`src/rtl/eeprom_prgm_loader.sv`:
```
// eeprom_prgm_loader
// Copies words 0..LAST_ADDR from an I2C EEPROM reader into program RAM
// while holding the CPU. Each word read is retried after a NACK or a
// timeout; the load aborts once the retries for a word run out.
//
// Ports
//   CLK, RESET          clock, synchronous active-high reset
//   GO, LAST_ADDR       start request and final word address (latched on GO)
//   RD_REQ, WORD_ADDR   one-cycle read strobe and word address to the reader
//   RD_DONE, RD_ERR     reader completion / NACK pulses
//   EEPROM_DATA         byte returned with RD_DONE
//   RAM_ADDR, RAM_DATA  program RAM write address and data
//   RAM_WE              one-cycle RAM write enable
//   HLT                 CPU hold (low only after a completed load)
//   BUSY                load in progress
//   DONE, ERR           sticky completion / failure flags
//   CHECKSUM            mod-256 sum of the bytes written by this load
module eeprom_prgm_loader #(
  parameter int unsigned TIMEOUT_CYCLES = 1023,
  parameter int unsigned RETRIES        = 2
) (
  input  logic       CLK,
  input  logic       RESET,
  input  logic       GO,
  input  logic [3:0] LAST_ADDR,
  output logic       RD_REQ,
  output logic [3:0] WORD_ADDR,
  input  logic       RD_DONE,
  input  logic       RD_ERR,
  input  logic [7:0] EEPROM_DATA,
  output logic [3:0] RAM_ADDR,
  output logic [7:0] RAM_DATA,
  output logic       RAM_WE,
  output logic       HLT,
  output logic       BUSY,
  output logic       DONE,
  output logic       ERR,
  output logic [7:0] CHECKSUM
);

  localparam int unsigned AW = 4;
  localparam int unsigned DW = 8;
  localparam int unsigned TW = (TIMEOUT_CYCLES > 0) ? $clog2(TIMEOUT_CYCLES + 1) : 1;
  localparam int unsigned RW = (RETRIES > 0) ? $clog2(RETRIES + 1) : 1;

  typedef enum logic [2:0] {
    S_IDLE,
    S_REQ,
    S_WAIT,
    S_WRITE,
    S_FIN,
    S_FAIL
  } state_t;

  state_t        state;
  logic [AW-1:0] addr;
  logic [AW-1:0] last;
  logic [TW-1:0] timer;
  logic [RW-1:0] retry;

  // Loader FSM; all outputs are registered and change together with the state.
  always_ff @(posedge CLK) begin
    if (RESET) begin
      state     <= S_IDLE;
      addr      <= '0;
      last      <= '0;
      timer     <= '0;
      retry     <= '0;
      RD_REQ    <= 1'b0;
      WORD_ADDR <= '0;
      RAM_ADDR  <= '0;
      RAM_DATA  <= '0;
      RAM_WE    <= 1'b0;
      HLT       <= 1'b1;
      BUSY      <= 1'b0;
      DONE      <= 1'b0;
      ERR       <= 1'b0;
      CHECKSUM  <= '0;
    end else begin
      // Strobes are single-cycle unless re-asserted below.
      RD_REQ <= 1'b0;
      RAM_WE <= 1'b0;

      case (state)
        S_IDLE, S_FIN, S_FAIL: begin
          if (GO) begin
            addr      <= '0;
            retry     <= '0;
            last      <= LAST_ADDR;
            CHECKSUM  <= '0;
            DONE      <= 1'b0;
            ERR       <= 1'b0;
            HLT       <= 1'b1;
            BUSY      <= 1'b1;
            RD_REQ    <= 1'b1;
            WORD_ADDR <= '0;
            state     <= S_REQ;
          end
        end

        S_REQ: begin
          timer <= '0;
          state <= S_WAIT;
        end

        S_WAIT: begin
          timer <= TW'(timer + 1'b1);
          // An error pulse wins over a simultaneous completion.
          if (RD_ERR || (!RD_DONE && (timer == TW'(TIMEOUT_CYCLES)))) begin
            if (retry < RW'(RETRIES)) begin
              retry     <= RW'(retry + 1'b1);
              RD_REQ    <= 1'b1;
              WORD_ADDR <= addr;
              state     <= S_REQ;
            end else begin
              ERR   <= 1'b1;
              HLT   <= 1'b1;
              BUSY  <= 1'b0;
              state <= S_FAIL;
            end
          end else if (RD_DONE) begin
            // RAM_DATA doubles as the latched byte for the checksum.
            RAM_DATA <= EEPROM_DATA;
            RAM_ADDR <= addr;
            RAM_WE   <= 1'b1;
            state    <= S_WRITE;
          end
        end

        S_WRITE: begin
          CHECKSUM <= DW'(CHECKSUM + RAM_DATA);
          if (addr == last) begin
            DONE  <= 1'b1;
            HLT   <= 1'b0;
            BUSY  <= 1'b0;
            state <= S_FIN;
          end else begin
            addr      <= AW'(addr + 1'b1);
            retry     <= '0;
            RD_REQ    <= 1'b1;
            WORD_ADDR <= AW'(addr + 1'b1);
            state     <= S_REQ;
          end
        end

        default: begin
          HLT   <= 1'b1;
          BUSY  <= 1'b0;
          state <= S_IDLE;
        end
      endcase
    end
  end

endmodule

```
`config.mk`:
```
export PLATFORM = sky130hd
export DESIGN_NAME = eeprom_prgm_loader
export DESIGN_NICKNAME = d
export VERILOG_FILES = /design/src/rtl/eeprom_prgm_loader.sv
export SDC_FILE = /design/constraint.sdc
export NUM_CORES = 1
export LEC_CHECK = 0
export BUFFER_PORTS_ARGS = -buffer_cell sky130_fd_sc_hd__buf_2
export CORE_MARGIN = 4
export CORE_UTILIZATION = 46
export DETAILED_ROUTE_END_ITERATION = 8
export GPL_TIMING_DRIVEN = 0
export PLACE_DENSITY = 0.8
export SLEW_MARGIN = 20
export SYNTH_ARGS = -nofsm -noshare
export SYNTH_HDL_FRONTEND = slang
export SYNTH_SLANG_ARGS = --single-unit
```
`constraint.sdc`:
```
create_clock -name CLK -period 3.77 [get_ports CLK]
set_input_delay 0.1885 -clock CLK [delete_from_list [all_inputs] [get_ports CLK]]
set_output_delay 0.1885 -clock CLK [all_outputs]
set_load 0.005 [all_outputs]
```
==> qor.txt <==
CTS buffer count: 5
R2R Path End: retry[1]
Max-slew headroom: 31.5%
Max-cap violations: 0
Die Span Y: 83.6 um
Hold Path Class: input port to register
Routed Antenna Nets: 0
Post-CTS Setup Bufs: 0
Row count: 27
Count of cell types in the netlist: 53
DP Area: 2940 um2
Yosys warnings: 0
Worst R2R Setup Slack: 1.62 ns
Layout Area Growth over Synthesis: 15.3%
Critical path fanouts, max: 10
Hold_ws: 0.101 ns
Vias in the first global route: 2,369
Post-route cell area: 3030 um2
I/O pin cnt: 47
Via count: 2,419
Worst r2r src: state[1]
Core area: 5510 um2
Fin. Hold Viols: 0
Clock Skew: 0.0119 ns
Layout cells sized above 1: 18.1%
Number of port buffers: 45
Minimum clock period: 2.15 ns
Worst vdd ir: 0.219 mV
Synthesized cell area: 2630 um2
Dpl ws: 1.66 ns
Largest net degree at the start of global routing: 17
Area leader, netlist: dfxtp_1
Drt total wl: 6450 um
Critical Path AT: 2.36 ns
Total Neg Setup Slack: 0 ns
Fin crit share: 57.1%
Initial Utilization: 47.7%
Synth Flop Type: dfxtp_1
Syn Nets: 338
GRT Util Overall: 19.1%
Nets: 390
CP Capture Point: retry[1]
Most frequent cells in the layout: dfxtp_1 (53), nand2_1 (49), buf_2 (48), a21oi_1 (41), nor2_1 (28)
Wire length per cell: 14.8 um
Pre-antenna DRT Iters: 4
F_max: 0.465 GHz
R2R depth: 4
Crit. Startpoint: state[1]
Post_cts resized: 0
CTS Buffer Depth: 2
Grt total ovfl: 0
Critical path class: register to register
RSZ-0062 raised after global routing: no
CTS Sinks: 53
Pwr dens: 376 nW/um2
Total leakage power: 0.00124 uW
CTS Hold Bufs: 0
Post-synth top area share: 40.4%
CTS tree: done
Clock latency at the later pin of the worst-skew pair: 0.31 ns
First-pass GRT wire length: 11,200 um
Crit path launch type: register
Slew @ Worst Pin: 1.02 ns
Syn Area/Cell: 8.44 um2
Commonest non-fill, non-tap cell in the layout: dfxtp_1
Die ar.: 6980 um2
Post-DP HPWL: 4780 um
Htree depth: 2
Clk root buf: clkbuf_8
CP endpoint kind: register
Mapped Cells: 311
DRC Markers: 0
Die X: 83.6 um
Worst-path clk slew: 0.10 ns
Post-DR vias/cell: 5.55
Ys async rst share: 0%
Max Slew Vio Count: 0
Ant diodes: 0
Starting DRT DRC Count: 97
Initial antenna violation count: 0
Post-synth EDFFs: 0
Fin worst setup slack: 1.62 ns
Seq cells post-synth: 53
GPL Wtd Cong: 0.821
Outcome: finished clean
CP required: 3.97 ns
Hold depth: 3
Final setup viols: 0
Sequential share of the synthesized area: 40.4%
Leading post-synthesis cells by cell area: dfxtp_1 (40%), a21oi_1 (7.8%), nand2_1 (7.0%)
[metal layers]
| metal | vias up | GRT usage [%] | part of all wire, % |
|---|---|---|---|
| met2 | 73 | 32.0 | 47 |
| met5 | - | 0 | 0 |
| met4 | 0 | 6.29 | 1.1 |
| met1 | 1134 | 24.5 | 45 |
| li1 | 1206 | - | - |
| met3 | 6 | 3.95 | 6.7 |
[cells in the mapped netlist (all sizes together), types with 4 or more instances]
master,count
nand2b,4
o211ai,4
and2,4
buf,6
a211oi,7
nor2,28
o21ai,6
nor3,5
nor2b,4
inv,4
clkbuf,11
nand3,16
nand2,49
dfxtp,53
xor2,8
a21oi,42
ha,9
[flip-flops by register name, indices dropped and copies added, names as in the netlist]
name / count
timer: 10
CHECKSUM: 8
RAM_DATA: 8
RAM_ADDR: 4
WORD_ADDR: 4
addr: 4
last: 4
state: 3
retry: 2
BUSY: 1
DONE: 1
ERR: 1
HLT: 1
RAM_WE: 1
RD_REQ: 1
[through the flow]
step	power [uW]	instances	utilization, %
after floorplan	760	311	-
after global placement	823	428	53.4
after detailed placement	829	428	53.4
after CTS	1150	436	55.0
after global routing	1190	436	55.0
final	1140	436	55.0
[where the power goes]
group	switching (uW)	total, uW	internal [uW]
Combinational	138	216	77.8
Sequential	18.0	602	584
Clock	190	321	131
[area by class of cell]
cell class	instances	area (um2)
clock buffer	6	72.6
fill	511	2480
timing repair buffer	45	225
inverter	4	15.0
clock inverter	2	15.0
buffer	17	82.6
sequential	53	1060
multi-input combinational	237	1470
tap	72	90.1
[worst max-delay path, stage by stage, from the launching register on]
cell,delay [ns]
dfxtp_1,0.37
clkbuf_1,0.23
nor3b_1,0.88
nor2_1,0.24
a32o_1,0.32
[worst min-delay path by stage]
stage | from | to | slack, ns
final | LAST_ADDR[0] | last[0] | 0.10
after global placement | EEPROM_DATA[2] | RAM_DATA[2] | 0.43
after detailed placement | LAST_ADDR[0] | last[0] | 0.43
after global routing | EEPROM_DATA[2] | RAM_DATA[2] | 0.11
after floorplan | LAST_ADDR[0] | last[0] | 0.32
after CTS | LAST_ADDR[0] | last[0] | 0.09
[logic make-up after synthesis]
logic type	Yosys count	share of synthesized area, %
buffers and inverters	21	3.72
and+or+nand+nor	132	24.4
AOI/OAI and AO/OA	80	20.4
DFF	53	40.4
xor gates and xnor gates	11	4.38
adders and majority gates	10	5.05
muxes	4	1.57
(Power assumes the default switching activity.)
